===== src/rtl/score_display.sv =====
// Score display: sequential double-dabble BCD conversion, session high score
// tracking and four-digit multiplexed seven-segment drive (active-low).
module score_display #(
    parameter int SCORE_W  = 10,
    parameter int SCAN_DIV = 50000
) (
    input  logic               clk,
    input  logic               reset,
    input  logic [SCORE_W-1:0] score,
    input  logic               lose,
    input  logic               show_high,
    output logic [3:0]         an,
    output logic [6:0]         cathodes,
    output logic               dp,
    output logic [15:0]        bcd,
    output logic               busy
);

    localparam int CNT_W  = (SCAN_DIV > 1) ? $clog2(SCAN_DIV) : 1;
    localparam int ITER_W = $clog2(SCORE_W + 1);
    localparam logic [CNT_W-1:0]  CNT_MAX   = CNT_W'(SCAN_DIV - 1);
    localparam logic [ITER_W-1:0] ITER_LAST = ITER_W'(SCORE_W - 1);
    localparam logic [6:0]        SEG_BLANK = 7'b1111111;

    typedef enum logic [1:0] {IDLE, SHIFT, DONE} state_t;

    function automatic logic [6:0] seg7(input logic [3:0] d);
        logic [6:0] s;
        case (d)
            4'd0:    s = 7'b0000001;
            4'd1:    s = 7'b1001111;
            4'd2:    s = 7'b0010010;
            4'd3:    s = 7'b0000110;
            4'd4:    s = 7'b1001100;
            4'd5:    s = 7'b0100100;
            4'd6:    s = 7'b0100000;
            4'd7:    s = 7'b0001111;
            4'd8:    s = 7'b0000000;
            4'd9:    s = 7'b0000100;
            default: s = SEG_BLANK;
        endcase
        return s;
    endfunction

    // ---------------- high score ----------------
    logic [SCORE_W-1:0] hi_q;
    logic               lose_q;
    logic               lose_rise;

    assign lose_rise = lose & ~lose_q;

    always_ff @(posedge clk) begin
        if (reset) begin
            hi_q   <= '0;
            lose_q <= 1'b0;
        end else begin
            lose_q <= lose;
            if (lose_rise && (score > hi_q))
                hi_q <= score;
        end
    end

    // ---------------- conversion FSM ----------------
    logic [SCORE_W-1:0] src;
    logic [SCORE_W-1:0] last_src_q;
    logic [SCORE_W-1:0] sh_q;
    logic [15:0]        scratch_q;
    logic [15:0]        scratch_d;
    logic [ITER_W-1:0]  iter_q;
    logic [15:0]        bcd_q;
    logic               busy_q;
    state_t             state_q;

    assign src = show_high ? hi_q : score;

    // Add-3 correction is applied before the shift so every digit stays <= 9.
    for (genvar gi = 0; gi < 4; gi++) begin : g_adj
        assign scratch_d[gi*4 +: 4] = (scratch_q[gi*4 +: 4] >= 4'd5)
                                    ? scratch_q[gi*4 +: 4] + 4'd3
                                    : scratch_q[gi*4 +: 4];
    end

    always_ff @(posedge clk) begin
        if (reset) begin
            state_q    <= IDLE;
            last_src_q <= '0;
            sh_q       <= '0;
            scratch_q  <= '0;
            iter_q     <= '0;
            bcd_q      <= '0;
            busy_q     <= 1'b0;
        end else begin
            case (state_q)
                IDLE: begin
                    if (src != last_src_q) begin
                        sh_q       <= src;
                        last_src_q <= src;
                        scratch_q  <= '0;
                        iter_q     <= '0;
                        busy_q     <= 1'b1;
                        state_q    <= SHIFT;
                    end
                end
                SHIFT: begin
                    scratch_q <= {scratch_d[14:0], sh_q[SCORE_W-1]};
                    sh_q      <= {sh_q[SCORE_W-2:0], 1'b0};
                    iter_q    <= iter_q + 1'b1;
                    if (iter_q == ITER_LAST)
                        state_q <= DONE;
                end
                DONE: begin
                    bcd_q   <= scratch_q;
                    busy_q  <= 1'b0;
                    state_q <= IDLE;
                end
                default: state_q <= IDLE;
            endcase
        end
    end

    // ---------------- digit scan ----------------
    logic [CNT_W-1:0] cnt_q;
    logic [1:0]       idx_q;
    logic [3:0]       an_q;
    logic [6:0]       cath_q;
    logic             dp_q;
    logic [3:0]       blank;
    logic [3:0]       digit;

    assign blank[3] = (bcd_q[15:12] == 4'd0);
    assign blank[2] = blank[3] && (bcd_q[11:8] == 4'd0);
    assign blank[1] = blank[2] && (bcd_q[7:4] == 4'd0);
    assign blank[0] = 1'b0;
    assign digit    = bcd_q[idx_q*4 +: 4];

    // an, cathodes and dp all derive from idx_q so they switch on the same edge.
    always_ff @(posedge clk) begin
        if (reset) begin
            cnt_q  <= '0;
            idx_q  <= 2'd0;
            an_q   <= 4'b1110;
            cath_q <= 7'b0000001;
            dp_q   <= 1'b1;
        end else begin
            if (cnt_q == CNT_MAX) begin
                cnt_q <= '0;
                idx_q <= idx_q + 2'd1;
            end else begin
                cnt_q <= cnt_q + 1'b1;
            end
            an_q   <= ~(4'b0001 << idx_q);
            cath_q <= blank[idx_q] ? SEG_BLANK : seg7(digit);
            dp_q   <= ~((idx_q == 2'd0) && show_high);
        end
    end

    assign an       = an_q;
    assign cathodes = cath_q;
    assign dp       = dp_q;
    assign bcd      = bcd_q;
    assign busy     = busy_q;

endmodule


===== config.mk =====
export PLATFORM = sky130hd
export DESIGN_NAME = score_display
export DESIGN_NICKNAME = d
export VERILOG_FILES = /design/src/rtl/score_display.sv
export SDC_FILE = /design/constraint.sdc
export NUM_CORES = 1
export LEC_CHECK = 0
export ABC_AREA = 1
export ABC_CLOCK_PERIOD_IN_PS = 2480
export CAP_MARGIN = 20
export CORE_ASPECT_RATIO = 2
export CORE_MARGIN = 10
export CORE_UTILIZATION = 50
export DETAILED_ROUTE_END_ITERATION = 16
export PLACE_DENSITY = 0.75
export SLEW_MARGIN = 20
export SYNTH_ARGS = -nofsm -noshare
export SYNTH_HDL_FRONTEND = slang
export SYNTH_SLANG_ARGS = --single-unit

===== constraint.sdc =====
create_clock -name clk -period 2.48 [get_ports clk]
set_input_delay 0.372 -clock clk [delete_from_list [all_inputs] [get_ports clk]]
set_output_delay 0.372 -clock clk [all_outputs]
set_load 0.01 [all_outputs]

==> results of run 1 <==
worst paths after layout:
check                           slack (ns)  cells past startpoint                      to                   from
worst max-delay path                  0.30                     10  cathodes[1]$_SDFF_PP0_  idx_q[1]$_SDFFE_PP0P_
worst min-delay path                  0.45                      1     cnt_q[0]$_SDFF_PP0_    cnt_q[0]$_SDFF_PP0_
worst max register to register        0.30                     10  cathodes[1]$_SDFF_PP0_  idx_q[1]$_SDFFE_PP0P_
worst min register to register        0.45                      1     cnt_q[0]$_SDFF_PP0_    cnt_q[0]$_SDFF_PP0_
worst max-delay path, cell delays in order (launching register included):
cell	delay (ns)
dfxtp_1	0.47
clkinv_1	0.29
a21oi_1	0.18
o21ai_0	0.09
nand2_1	0.21
inv_1	0.10
ha_1	0.21
o21ai_0	0.27
a21oi_1	0.08
nor2_1	0.12
nor2_1	0.05
cell type report:
type | count | area (um2)
clock inverters | 6 | 112.6
flip-flops and latches | 100 | 2002
multi-input cells | 515 | 2615
repair buffers | 57 | 545.5
fillers | 910 | 4048
inverters | 97 | 364.1
well taps | 135 | 168.9
clock buffers | 10 | 229.0
flip-flops by register name, summed over array words and instances, names as in the netlist:
name        flops
last_src_q     10
iter_q          4
sh_q           10
state_q         2
dp              1
hi_q           10
busy            1
scratch_q      16
idx_q           2
cnt_q          16
bcd            16
an              4
cathodes        7
lose_q          1
where the power goes:
group,switching [mW],internal (mW)
Combinational,0.279,0.176
Sequential,0.0365,1.67
Clock,0.603,0.988
Total,0.918,2.83
per-stage QoR:
step,setup WS (ns),std cells,cell area [um2]
CTS,0.3428,920,6037
global route,0.1579,920,6037
finish,0.2992,920,6037
floorplan,0.7366,744,5140
global placement,0.05663,904,5695
detailed placement,0.01482,904,5695
logic make-up (layout without fill, tap and decap cells):
logic type                 Yosys count  in the layout
DFF                                100            100
and+or+nand+nor                    326            326
xor gates and xnor gates             3              3
buffers and inverters              129            170
adders and majority gates           30             30
AOI/OAI and AO/OA                  156            156
Yosys cell counts, types with 2 or more instances:
| cell | count | area (um2) |
|---|---|---|
| a21oi_1 | 92 | 460.4 |
| nand3b_1 | 8 | 60.06 |
| o21a_1 | 2 | 15.01 |
| nand2_2 | 3 | 18.77 |
| dfxtp_1 | 100 | 2002 |
| nand3_1 | 77 | 385.4 |
| nor3_1 | 6 | 30.03 |
| buf_6 | 5 | 56.30 |
| nor4_1 | 2 | 12.51 |
| nand4_1 | 9 | 56.30 |
| buf_1 | 3 | 11.26 |
| o22ai_1 | 2 | 12.51 |
| nor2_1 | 69 | 259.0 |
| nand2_1 | 149 | 559.3 |
| clkbuf_1 | 23 | 86.33 |
| xor2_1 | 3 | 26.28 |
| ha_1 | 30 | 375.4 |
| o21ai_0 | 51 | 255.2 |
| o21bai_1 | 2 | 15.01 |
| inv_2 | 2 | 7.510 |
| inv_1 | 94 | 352.8 |
| o211ai_1 | 3 | 22.52 |
routing by layer:
layer  part of all wire [%]  global-route usage, %
met5                      0                      0
met4                    4.4                  9.450
met3                    4.4                  3.908
met2                     52                  31.42
met1                     39                  17.34
==> results_dict.tcl, run 1 <==
set metrics [dict create \
    syn_area_per_cell_um2 6.909 \
    cts_tree "done" \
    cts_sinks 100 \
    ant_nets 0 \
    fin_crit_ns 2.181 \
    clk_pin_slew_worst_paths_ns 0.07 \
    yosysSeqAreaShare_pct 38.95 \
    fp.dieW_um 91.70 \
    first_pass_iters 5 \
    clk_latency_ns 0.35 \
    cts_buffers 9 \
    status "finished, final reports clean" \
    die_area_um2 14980 \
    syn-num-nets 788 \
    drive_gt1_share_pct 4.586 \
    coreArea_um2 10080 \
    p_leak_nw 2.496 \
    relSlewSlack_pct 45.77 \
    ys_ff_latch 100 \
    synthCells 744 \
    start_util_pct 50.97 \
    gp_congestion 0.8416 \
    cts_max_level 3 \
    die_h_um 163.4 \
    viasPerCell 5.378 \
    gr-total-overflow 0 \
    track_usage_pct 17.14 \
    grt_pass1_vias 4745 \
    antenna_found_initial 0 \
    cp.required_ns 2.72 \
    cts_setup_buffers 0 \
    period_share_pct 87.94 \
    detail_route.iter0.violations 346 \
    min_path_type "reg2reg" \
    crit_fanout 9 \
    vias 4948 \
    grt_pass1_wl_um 21410 \
    io-pin-count 43 \
    synth_xor_area_share_pct 0.5112 \
    start_kind "flop" \
    fin_hold_ws_ns 0.4492 \
    final_cell_mix "nand2_1, dfxtp_1, inv_1" \
    wl_per_cell_um 13.72 \
    finClkSkew_ns 0.008394 \
    cts_root_buf "clkbuf_16" \
    synth_compound_area_share_pct 15.80 \
    dominantRegCellSynth "dfxtp_1" \
    syn_to_final_growth_pct 17.45 \
    drv_cap 0 \
    mostFrequentLayoutCell "nand2_1" \
    wl_um 12620 \
    critPathArrivalTime_ns 2.42 \
    portBuffers 42 \
    n_antenna_cell 0 \
    setup_tns_ns 0 \
    async_reset_ff_share_pct 0 \
    final_core_util_pct 59.86 \
    synth_warnings 0 \
    dpl.hpwl_um 9246 \
    synthSimpleGateAreaFrac_pct 27.26 \
    grt_start_max_net_pins 54 \
    hold_violations 0 \
    post_cts_resized 0 \
    p_per_area_nw_per_um2 620.8 \
    ctsHoldBuffers 0 \
    rsz0062_at_grt "no" \
    critical_path_class "reg2reg" \
    synth_fa_ha_area_share_pct 7.303 \
    peakVddDrop_uv 394.3 \
    drv_slew 0 \
    clockBufferDepth 2 \
    rows 52 \
    ys_types 31 \
    synth_mux_area_share_pct 0 \
    synth_area_um2 5140 \
    worstMarginPinSlew_ns 0.8123 \
    end_kind "flop" \
    synth_edf_count 0 \
    fmax_mhz 458.5 \
    finalNetCount 824 \
    drc_errors 0 \
    power_mw 3.748 \
    synth_top_family_by_area "simple AND/OR/NAND/NOR gates" \
    setup_violations 0 \
]
Power figures use the tool's default switching activity.
==> run 2: changes to the inputs <==
Settings changed: PLACE_DENSITY 0.75 to 0.7.
==> run 2 against run 1 <==
Compared with the run above: die area is the same; utilization fell by 0.24 points; cell count is 0.33% higher; via count decreased by 2.3%; clock power down 13%; highest routed layer unchanged; register-to-register slack got worse by 0.02 ns; non-clock buffer count is 3 higher; worst setup slack worse by 0.018 ns; combinational power about the same; total power decreased by 5.3%.
==> results_dict.tcl, run 2 (synthesis results as in run 1) <==
set metrics [dict create \
    p_per_area_nw_per_um2 590.0 \
    critPathArrivalTime_ns 2.41 \
    coreArea_um2 10080 \
    crit_slowest_cell "dfxtp_1" \
    top_layer "met4" \
    status "finished, final reports clean" \
    place_ws_ns 0.02466 \
    clockBufferDepth 2 \
    die_area_um2 14980 \
    power_mw 3.548 \
    seqPwrFrac_pct 48.0 \
    drv_cap 0 \
    cts_max_level 3 \
    rsz0062_at_grt "no" \
    track_usage_pct 16.90 \
    rows 52 \
    cts_root_buf "clkbuf_16" \
    drv_slew 0 \
    hold_violations 0 \
    drive_gt1_share_pct 4.822 \
    r2r_slack_ns 0.28 \
    power.net_switching_uw 893.4 \
    grt_pass1_wl_um 20910 \
    first_pass_iters 5 \
    wl_met3_um 481 \
    detail_route.iter0.violations 293 \
    gp_congestion 0.8627 \
    min_path_type "reg2reg" \
    grt_pass1_vias 4514 \
    finClkSkew_ns 0.007561 \
    syn_to_final_growth_pct 16.99 \
    n_antenna_cell 0 \
    cts_tree "done" \
    p_leak_nw 2.491 \
    start_kind "flop" \
    portBuffers 42 \
    fillers 923 \
    crit_fanout 9 \
    clk_pin_slew_worst_paths_ns 0.07 \
    multi_input_area_um2 2615 \
    worstMarginPinSlew_ns 0.8192 \
    wl_per_cell_um 13.76 \
    grt_start_max_net_pins 54 \
    layout_setup_ws_ns 0.2812 \
    cts_buffers 9 \
    fmax_mhz 454.8 \
    setup_tns_ns 0 \
    cp-startpoint "idx_q[1]$_SDFFE_PP0P_" \
    swShare_pct 25.18 \
    crit_chain "clkinv_1 -> a21oi_1 -> o21ai_0 -> nand2_1 -> inv_1 -> ha_1 -> o21ai_0 -> a21oi_1 -> nor2_1 -> nor2_1" \
    crit_family "compound AO/OA/AOI/OAI gates" \
    end_kind "flop" \
    rr_worst_depth 10 \
    fp.dieW_um 91.70 \
    ant_nets 0 \
    start_util_pct 50.97 \
    endpoint "cathodes[1]$_SDFF_PP0_" \
    critical_path_class "reg2reg" \
    viasPerCell 5.238 \
    vias 4835 \
    io-pin-count 43 \
    worst-path-buf-inv 2 \
    die_h_um 163.4 \
    cpPeakStageDelay_ns 0.47 \
    internal_power_mw 2.654 \
    post_cts_resized 0 \
    dpl.hpwl_um 9509 \
    wl_um 12700 \
    cts_setup_buffers 0 \
    clk_latency_ns 0.34 \
    peakVddDrop_uv 410.8 \
    final_cell_mix "nand2_1, dfxtp_1, inv_1" \
    r2r_start "idx_q[1]$_SDFFE_PP0P_" \
    drc_errors 0 \
    regArea_um2 2002 \
    cts_sinks 100 \
    p_comb_share_pct 12.9 \
    cp.required_ns 2.69 \
    relSlewSlack_pct 45.31 \
    gr-total-overflow 0 \
    route.met2.wl_um 6850 \
    crit_cells 10 \
    reg2reg_to "cathodes[1]$_SDFF_PP0_" \
    setup_violations 0 \
    mostFrequentLayoutCell "nand2_1" \
    antenna_found_initial 0 \
    fin_crit_ns 2.199 \
    finalNetCount 827 \
    ctsHoldBuffers 0 \
    period_share_pct 88.66 \
    met1_length_um 5023 \
    clkPwrFrac_pct 39.1 \
]
-- run 2: metrics by stage --
| stage | hold slack [ns] | util (%) | instances | cell area [um2] |
|---|---|---|---|---|
| final | 0.4532 | 59.63 | 923 | 6013 |
| after global routing | 0.4960 | 59.63 | 923 | 6013 |
| after CTS | 0.4595 | 59.63 | 923 | 6013 |
| after detailed placement | 0.4436 | 56.70 | 907 | 5718 |
| after global placement | 0.4279 | 56.70 | 907 | 5718 |
| after floorplan | 0.4132 | - | 744 | 5140 |
-- run 2: area by class of cell --
class	count	area share, %
Clock inverter	4	0.8115
Sequential cell	100	33.29
Timing Repair Buffer	60	9.447
Multi-Input combinational cell	515	43.49
Clock buffer	12	4.099
Tap cell	135	2.809
Inverter	97	6.055
-- run 2: worst min-delay path by stage --
stage,startpoint,depth (start not counted),end,slack [ns]
2_1_floorplan,cnt_q[0]$_SDFF_PP0_,1,cnt_q[0]$_SDFF_PP0_,0.41
3_3_place_gp,cnt_q[0]$_SDFF_PP0_,1,cnt_q[0]$_SDFF_PP0_,0.43
3_5_place_dp,cnt_q[0]$_SDFF_PP0_,1,cnt_q[0]$_SDFF_PP0_,0.44
4_1_cts,cnt_q[0]$_SDFF_PP0_,1,cnt_q[0]$_SDFF_PP0_,0.46
5_1_grt,last_src_q[8]$_SDFFE_PP0P_,2,last_src_q[8]$_SDFFE_PP0P_,0.50
6_report,cnt_q[0]$_SDFF_PP0_,1,cnt_q[0]$_SDFF_PP0_,0.45
-- run 2: power groups by stage --
| stage | combinational, mW | sequential, mW | clock (mW) |
|---|---|---|---|
| 6_report | 0.458 | 1.70 | 1.39 |
| 5_1_grt | 0.528 | 1.71 | 1.49 |
| 4_1_cts | 0.462 | 1.70 | 1.42 |
| 3_5_place_dp | 0.460 | 1.74 | 0 |
| 3_3_place_gp | 0.449 | 1.74 | 0 |
| 2_1_floorplan | 0.333 | 1.73 | 0 |
-- run 2: routing by layer --
metal | vias up | global-route usage [%]
li1 | 2499 | -
met2 | 99 | 32.59
met1 | 2209 | 16.84
met5 | - | 0
met3 | 28 | 3.632
met4 | 0 | 6.841
-- run 2: worst register-to-register path: stages (launching register included) --
cell and delay (ns):
dfxtp_1 0.47, clkinv_1 0.29, a21oi_1 0.18, o21ai_0 0.10, nand2_1 0.20, inv_1 0.10, ha_1 0.21, o21ai_0 0.27
a21oi_1 0.08, nor2_1 0.11, nor2_1 0.05
==> run 3: changes to the inputs <==
Settings changed: REMOVE_ABC_BUFFERS from default to 1.
==> run 3 against run 2 <==
Compared with the run above: sequential share of layout area is 0.81 points lower; via count fell by 0.60%; clock skew fell by 0.00062 ns; design area rose by 2.5%; sequential power is essentially flat; clock-buffer cell count down 3; die area unchanged; register-to-register slack improved by 0.13 ns; total power is 12% higher; worst setup slack better by 0.020 ns; critical endpoint is now sh_q[1]$_SDFFE_PP0P_.
==> results_dict.tcl, run 3 (synthesis results as in run 1) <==
set metrics [dict create \
    multi_input_area_um2 2615 \
    wl_per_cell_um 13.25 \
    layout_setup_ws_ns 0.3015 \
    relSlewSlack_pct 48.57 \
    critical_path_class "in2reg" \
    crit_family "buffers and inverters" \
    ctsHoldBuffers 0 \
    status "finished, final reports clean" \
    cp-startpoint "show_high" \
    syn_to_final_growth_pct 19.91 \
    fillers 965 \
    crit_slowest_cell "clkdlybuf4s50_1" \
    grt_start_max_net_pins 50 \
    clk_latency_ns 0.35 \
    cts_sinks 100 \
    min_path_type "reg2reg" \
    post_cts_resized 0 \
    cts_buffers 9 \
    hold_start "cnt_q[0]$_SDFF_PP0_" \
    cts_root_buf "clkbuf_16" \
    grt_pass1_vias 4684 \
    rows 52 \
    place_ws_ns -0.04565 \
    gr-total-overflow 0 \
    fin_crit_ns 2.179 \
    power.net_switching_uw 923.3 \
    crit_chain "clkdlybuf4s50_1 -> buf_4 -> nand2_1 -> nand2_1 -> nand2_1 -> nand2_1 -> nand3_1 -> nor2_1 -> nand3_1 -> nand2_1 -> buf_4 -> nand3_1 -> nand2_1 -> nor2_1" \
    wl_um 12310 \
    first_pass_iters 5 \
    drv_cap 0 \
    track_usage_pct 16.81 \
    fp.dieW_um 91.70 \
    drc_errors 0 \
    internal_power_mw 3.043 \
    finClkSkew_ns 0.006937 \
    cts_tree "done" \
    final_cells 929 \
    swShare_pct 23.28 \
    final_cell_mix "nand2_1, dfxtp_1, inv_1" \
    drv_slew 0 \
    io-pin-count 43 \
    grt_pass1_wl_um 21000 \
    cts_max_level 3 \
    p_leak_nw 2.563 \
    worst-path-buf-inv 3 \
    setup_violations 0 \
    crit_fanout 15 \
    n_antenna_cell 0 \
    die_area_um2 14980 \
    clk_pin_slew_worst_paths_ns 0.07 \
    dp.cells 913 \
    clkPwrFrac_pct 45.3 \
    start_kind "input port" \
    antenna_found_initial 0 \
    cts_setup_buffers 0 \
    viasPerCell 5.173 \
    clockBufferDepth 2 \
    r2r_start "idx_q[1]$_SDFFE_PP0P_" \
    rsz0062_at_grt "no" \
    critPathArrivalTime_ns 2.42 \
    period_share_pct 87.84 \
    drive_gt1_share_pct 5.793 \
    start_util_pct 50.97 \
    p_comb_share_pct 11.8 \
    p_per_area_nw_per_um2 643.4 \
    portBuffers 42 \
    regArea_um2 2002 \
    mostFrequentLayoutCell "nand2_1" \
    peakVddDrop_uv 378.0 \
    cpPeakStageDelay_ns 0.63 \
    cp.required_ns 2.72 \
    end_kind "flop" \
    finalNetCount 833 \
    worstMarginPinSlew_ns 0.7704 \
    coreArea_um2 10080 \
    die_h_um 163.4 \
    cp_common_cell "nand2_1" \
    detail_route.iter0.violations 236 \
    ant_nets 0 \
    gp_congestion 0.9027 \
    fmax_mhz 459.0 \
    vias 4806 \
    seqPwrFrac_pct 42.9 \
    dpl.hpwl_um 9174 \
    hold_violations 0 \
]
-- run 3: layout make-up --
cell class | count | area share (%)
clock buffer | 9 | 3.654
timing repair buffer | 66 | 10.15
sequential | 100 | 32.48
clock inverter | 7 | 2.639
inverter | 97 | 5.907
multi-input combinational | 515 | 42.43
tap | 135 | 2.741
-- run 3: stage by stage --
stage | total power [mW] | hold WS [ns] | setup TNS (ns) | cell area [um2] | util, %
2_1_floorplan | 2.025 | 0.4132 | 0 | 4981 | -
3_3_place_gp | 2.195 | 0.4274 | -0.02876 | 5776 | 57.27
3_5_place_dp | 2.209 | 0.4461 | -0.3214 | 5776 | 57.27
4_1_cts | 3.997 | 0.4615 | 0 | 6163 | 61.12
5_1_grt | 4.135 | 0.4821 | 0 | 6163 | 61.12
6_report | 3.966 | 0.4555 | 0 | 6163 | 61.12
-- run 3: per-layer routing --
layer	track usage (%)	vias to the layer above	wire, um
li1	-	2521	-
met1	16.63	2177	4751
met2	32.46	92	6765
met3	3.540	16	556
met4	7.123	0	233
met5	0	-	0
-- run 3: path summary, 6_finish.rpt --
path | to | slack [ns] | cells after the start
worst max-delay path | sh_q[1]$_SDFFE_PP0P_ | 0.30 | 14
worst min-delay path | cnt_q[0]$_SDFF_PP0_ | 0.46 | 1
worst max register to register | cathodes[1]$_SDFF_PP0_ | 0.41 | 10
worst min register to register | cnt_q[0]$_SDFF_PP0_ | 0.46 | 1
-- run 3: power groups by stage --
stage,logic (mW),registers (mW),clock network [mW]
after floorplan,0.296,1.73,0
after global placement,0.460,1.73,0
final,0.470,1.70,1.80
after global routing,0.543,1.71,1.88
after detailed placement,0.472,1.74,0
after CTS,0.476,1.70,1.82
==> variant 1: new RTL, config.mk and constraints of run 2 <==
The parameter `SCORE_W` goes from 10 to 5.
--- a/src/rtl/score_display.sv
+++ b/src/rtl/score_display.sv
@@ -1,7 +1,7 @@
 // Score display: sequential double-dabble BCD conversion, session high score
 // tracking and four-digit multiplexed seven-segment drive (active-low).
 module score_display #(
-    parameter int SCORE_W  = 10,
+    parameter int SCORE_W  = 5,
     parameter int SCAN_DIV = 50000
 ) (
     input  logic               clk,
Interface: changed (resized score); port bits go from 43 to 38. No check against the original RTL was run, so the function may have changed too.
==> variant 1 against run 2 <==
Count of clock-buffer cells in the layout is 2 higher; via count is 20% lower; power is 16% lower; cell count is 22% lower; sequential cell count is 16 lower; sequential power is 17% lower; worst setup slack better by 0.24 ns; area after synthesis is 17% lower; hold slack worse by 0.0055 ns; die area is 14% lower; routed wire length is 20% lower; cell area is 17% lower; critical endpoint is now scratch_q[11]$_SDFFE_PP0P_; largest cell class unchanged; largest power group unchanged.
==> variant 1: results (changes against run 2) <==
| Metric | Value |
|---|---|
| CP arrival | 2.23 ns (-0.18 ns) |
| Share of cells above drive strength 1 | 0.0955 (+0.0472) |
| Outcome | completed |
| Slew HR | 0.623 (+0.170) |
| Netlist cell types | 35 (+13%) |
| Net Count, Synth | 609 (-23%) |
| GR met3 Demand/Resource | 0.0403 (+0.00402) |
| Post-synthesis sequential area ratio | 0.393 (+0.00384) |
| R2R cell count | 8 (-2) |
| Grt met2 use | 0.303 (-0.0232) |
| Drt initial violations | 147 (-50%) |
| Critical R2R Capture | cnt_q[12]$_SDFF_PP0_ |
| Post-synthesis instance total | 575 (-23%) |
| Detailed Place HPWL | 7540 µm (-21%) |
| Initial DRT Pass Iterations | 4 (-1) |
| Maximum VDD drop | 430 µV (+4.7%) |
| End of the critical path | scratch_q[11]$_SDFFE_PP0P_ |
| RR Startpoint | cnt_q[0]$_SDFF_PP0_ |
| CP max-delay cell | clkdlybuf4s50_1 |
| Critical-path maximum fanout | 24 (+15) |
| DP Cell Count | 701 (-23%) |
| Port bufs | 37 (-12%) |
| Worst Hold Slack | 0.448 ns (-0.00550 ns) |
| Largest net degree at the start of global routing | 37 (-31%) |
| WL/cell | 14.2 µm (+2.9%) |
| R2R Setup Slk | 0.66 ns (+0.38 ns) |
| First-pass GRT wire length | 17100 µm (-18%) |
| Worst Skew | 0.00475 ns (-0.00281 ns) |
| Worst Setup SP | show_high |
| Fillers | 750 (-19%) |
| M1 GR Usage | 0.153 (-0.0157) |
| Final #Nets | 648 (-22%) |
| GP Congestion | 0.837 (-3.0%) |
| Total number of vias | 3853 (-20%) |
| Pleak | 1.97 nW (-21%) |
[variant 1: per-layer routing]
layer  up-vias  share of wire
met2        65           0.55
li1       1961              -
met5         -              0
met1      1811           0.38
met3        16          0.043
met4         0          0.026
[variant 1: worst min path at each step]
stage	endpoint	cells after the start
detailed placement	cnt_q[0]$_SDFF_PP0_	1
floorplan	cnt_q[0]$_SDFF_PP0_	1
global route	cnt_q[0]$_SDFF_PP0_	1
CTS	cnt_q[0]$_SDFF_PP0_	1
finish	cnt_q[0]$_SDFF_PP0_	1
global placement	cnt_q[0]$_SDFF_PP0_	1
[variant 1: cell type report]
cell class,count,area [µm²],share of cell area
Timing Repair Buffer,47,445,0.0888
Tap cell,98,123,0.0244
Clock inverter,1,5.00,0.000997
Multi-Input combinational cell,395,2190,0.436
Clock buffer,14,284,0.0566
Inverter,77,294,0.0586
Sequential cell,84,1680,0.335
[variant 1: kinds of logic after synthesis]
kind of cell    synth area share
simple gates               0.260
compound gates             0.161
buf+inv                   0.0954
flops                      0.393
fa+ha+maj                 0.0732
xor+xnor                  0.0164
[variant 1: metrics by stage]
step / cell area, µm² / setup WS [ns]
global route: 5020 / 0.394
CTS: 5020 / 0.513
floorplan: 4280 / 0.894
detailed placement: 4730 / 0.167
global placement: 4730 / 0.223
finish: 5020 / 0.520
[variant 1: power by group]
group | total [mW] | internal (mW) | switching [mW]
registers | 1.41 | 1.39 | 0.0252
clock network | 1.30 | 0.781 | 0.516
logic | 0.283 | 0.0978 | 0.185
total | 2.99 | 2.27 | 0.726
[variant 1: worst max-delay path: cells and delay by family]
kind | cells | cell delay (ns)
AO/OA/AOI/OAI | 1 | 0.12
buffers and inverters | 4 | 0.92
AND/OR/NAND/NOR | 8 | 0.82
==> variant 2: new RTL, config.mk and constraints of run 2 <==
Without the edit above. Add an input register stage for `score`, `lose` and `show_high`, without a reset; this delays them by one clock.
--- a/src/rtl/score_display.sv
+++ b/src/rtl/score_display.sv
@@ -24,6 +24,16 @@
 
     typedef enum logic [1:0] {IDLE, SHIFT, DONE} state_t;
 
+    logic [SCORE_W-1:0] score_q;
+    logic lose_r;
+    logic show_high_q;
+
+    always_ff @(posedge clk) begin
+        score_q     <= score;
+        lose_r      <= lose;
+        show_high_q <= show_high;
+    end
+
     function automatic logic [6:0] seg7(input logic [3:0] d);
         logic [6:0] s;
         case (d)
@@ -47,16 +57,16 @@
     logic               lose_q;
     logic               lose_rise;
 
-    assign lose_rise = lose & ~lose_q;
+    assign lose_rise = lose_r & ~lose_q;
 
     always_ff @(posedge clk) begin
         if (reset) begin
             hi_q   <= '0;
             lose_q <= 1'b0;
         end else begin
-            lose_q <= lose;
-            if (lose_rise && (score > hi_q))
-                hi_q <= score;
+            lose_q <= lose_r;
+            if (lose_rise && (score_q > hi_q))
+                hi_q <= score_q;
         end
     end
 
@@ -71,7 +81,7 @@
     logic               busy_q;
     state_t             state_q;
 
-    assign src = show_high ? hi_q : score;
+    assign src = show_high_q ? hi_q : score_q;
 
     // Add-3 correction is applied before the shift so every digit stays <= 9.
     for (genvar gi = 0; gi < 4; gi++) begin : g_adj
@@ -150,7 +160,7 @@
             end
             an_q   <= ~(4'b0001 << idx_q);
             cath_q <= blank[idx_q] ? SEG_BLANK : seg7(digit);
-            dp_q   <= ~((idx_q == 2'd0) && show_high);
+            dp_q   <= ~((idx_q == 2'd0) && show_high_q);
         end
     end
 
Formal check against the unedited RTL: not equivalent (a bounded check fails within 4 cycles, from zero or initial values and one cycle with reset high).
==> variant 2 against run 2 <==
Cell area grew 4.4%; power increased by 13%; area after synthesis rose by 5.1%; routed wire length rose by 5.0%; synthesized cell count up 1.3%; sequential share of layout area grew 2.4 points; core utilization fell by 0.093 points; sequential power up 13%; cell count up 0.54%; worst setup slack better by 0.062 ns; sequential cell count is 12 higher; global-route usage up 0.67 points; critical endpoint is now sh_q[7]$_SDFFE_PP0P_; largest power group unchanged.
==> variant 2: results (changes against run 2) <==
| Metric | Value |
|---|---|
| Cell Count, Final, Fillers Out | 928 (+0.54%) |
| Critical path's top delay family | simple AND/OR/NAND/NOR gates |
| GR met3 Demand/Resource | 0.0347 (-0.00165) |
| Critical R2R Capture | sh_q[7]$_SDFFE_PP0P_ |
| Synth Area in XOR/XNOR | 0.00648 (+0.00137) |
| Vias in the first global route | 5030 (+11%) |
| Maximum VDD drop | 355 µV (-14%) |
| GP Congestion | 0.852 (-1.3%) |
| Critical-path maximum fanout | 29 (+20) |
| Fillers | 980 (+6.2%) |
| Non-clk bufs | 55 (-8.3%) |
| Die area | 15600 µm² (+4.2%) |
| P_seq | 1.92 mW (+13%) |
| Worst path max stage delay | 0.41 ns (-0.06 ns) |
| Post-synthesis sequential area ratio | 0.415 (+0.0255) |
| Final #Nets | 831 (+0.48%) |
| DP Cell Count | 913 (+0.66%) |
| Vias per cell | 5.32 (+1.6%) |
| Outcome | completed |
| Placed Area | 5940 µm² (+3.9%) |
| Sequential share of power | 0.479 (about the same) |
| Worst Skew | 0.00715 ns (-0.000414 ns) |
| Compound-gate portion of the synthesized area | 0.150 (-0.00838) |
| Final worst path period need | 2.14 ns (-0.0625 ns) |
| Buffering overhead | 0.0845 (-0.00995) |
| Net Count, Synth | 798 (+1.3%) |
| Logic inverters | 94 (-3.1%) |
| M1 GR Usage | 0.171 (+0.00284) |
| CP arrival | 2.37 ns (-0.04 ns) |
-- variant 2: changes by cell type in the layout (fill, tap and decap cells not counted), sizes merged, moves of 2 or more --
| cell | run 2 | this run |
|---|---|---|
| buf | 18 | 13 |
| bufinv | 1 | 3 |
| dfxtp | 100 | 112 |
| inv | 96 | 91 |
| nand2 | 152 | 155 |
| nor2 | 69 | 59 |
| nor4 | 2 | 5 |
| o211ai | 3 | 5 |
| o21a | 2 | 4 |
| o21ai | 51 | 47 |
| o21bai | 2 | 0 |
| or2 | 1 | 4 |
-- variant 2: how the worst min path moves through the flow --
stage                               to  slack (ns)
global placement     lose_q$_SDFF_PP0_        0.43
detailed placement   lose_q$_SDFF_PP0_        0.43
finish               lose_q$_SDFF_PP0_        0.44
global route        score_q[2]$_DFF_P_        0.46
CTS                  lose_q$_SDFF_PP0_        0.44
floorplan               lose_r$_DFF_P_        0.40
-- variant 2: routing by layer --
layer,part of all wire,up-vias
met2,0.55,101
met4,0.032,0
met5,0,-
met1,0.38,2284
li1,-,2526
met3,0.036,29
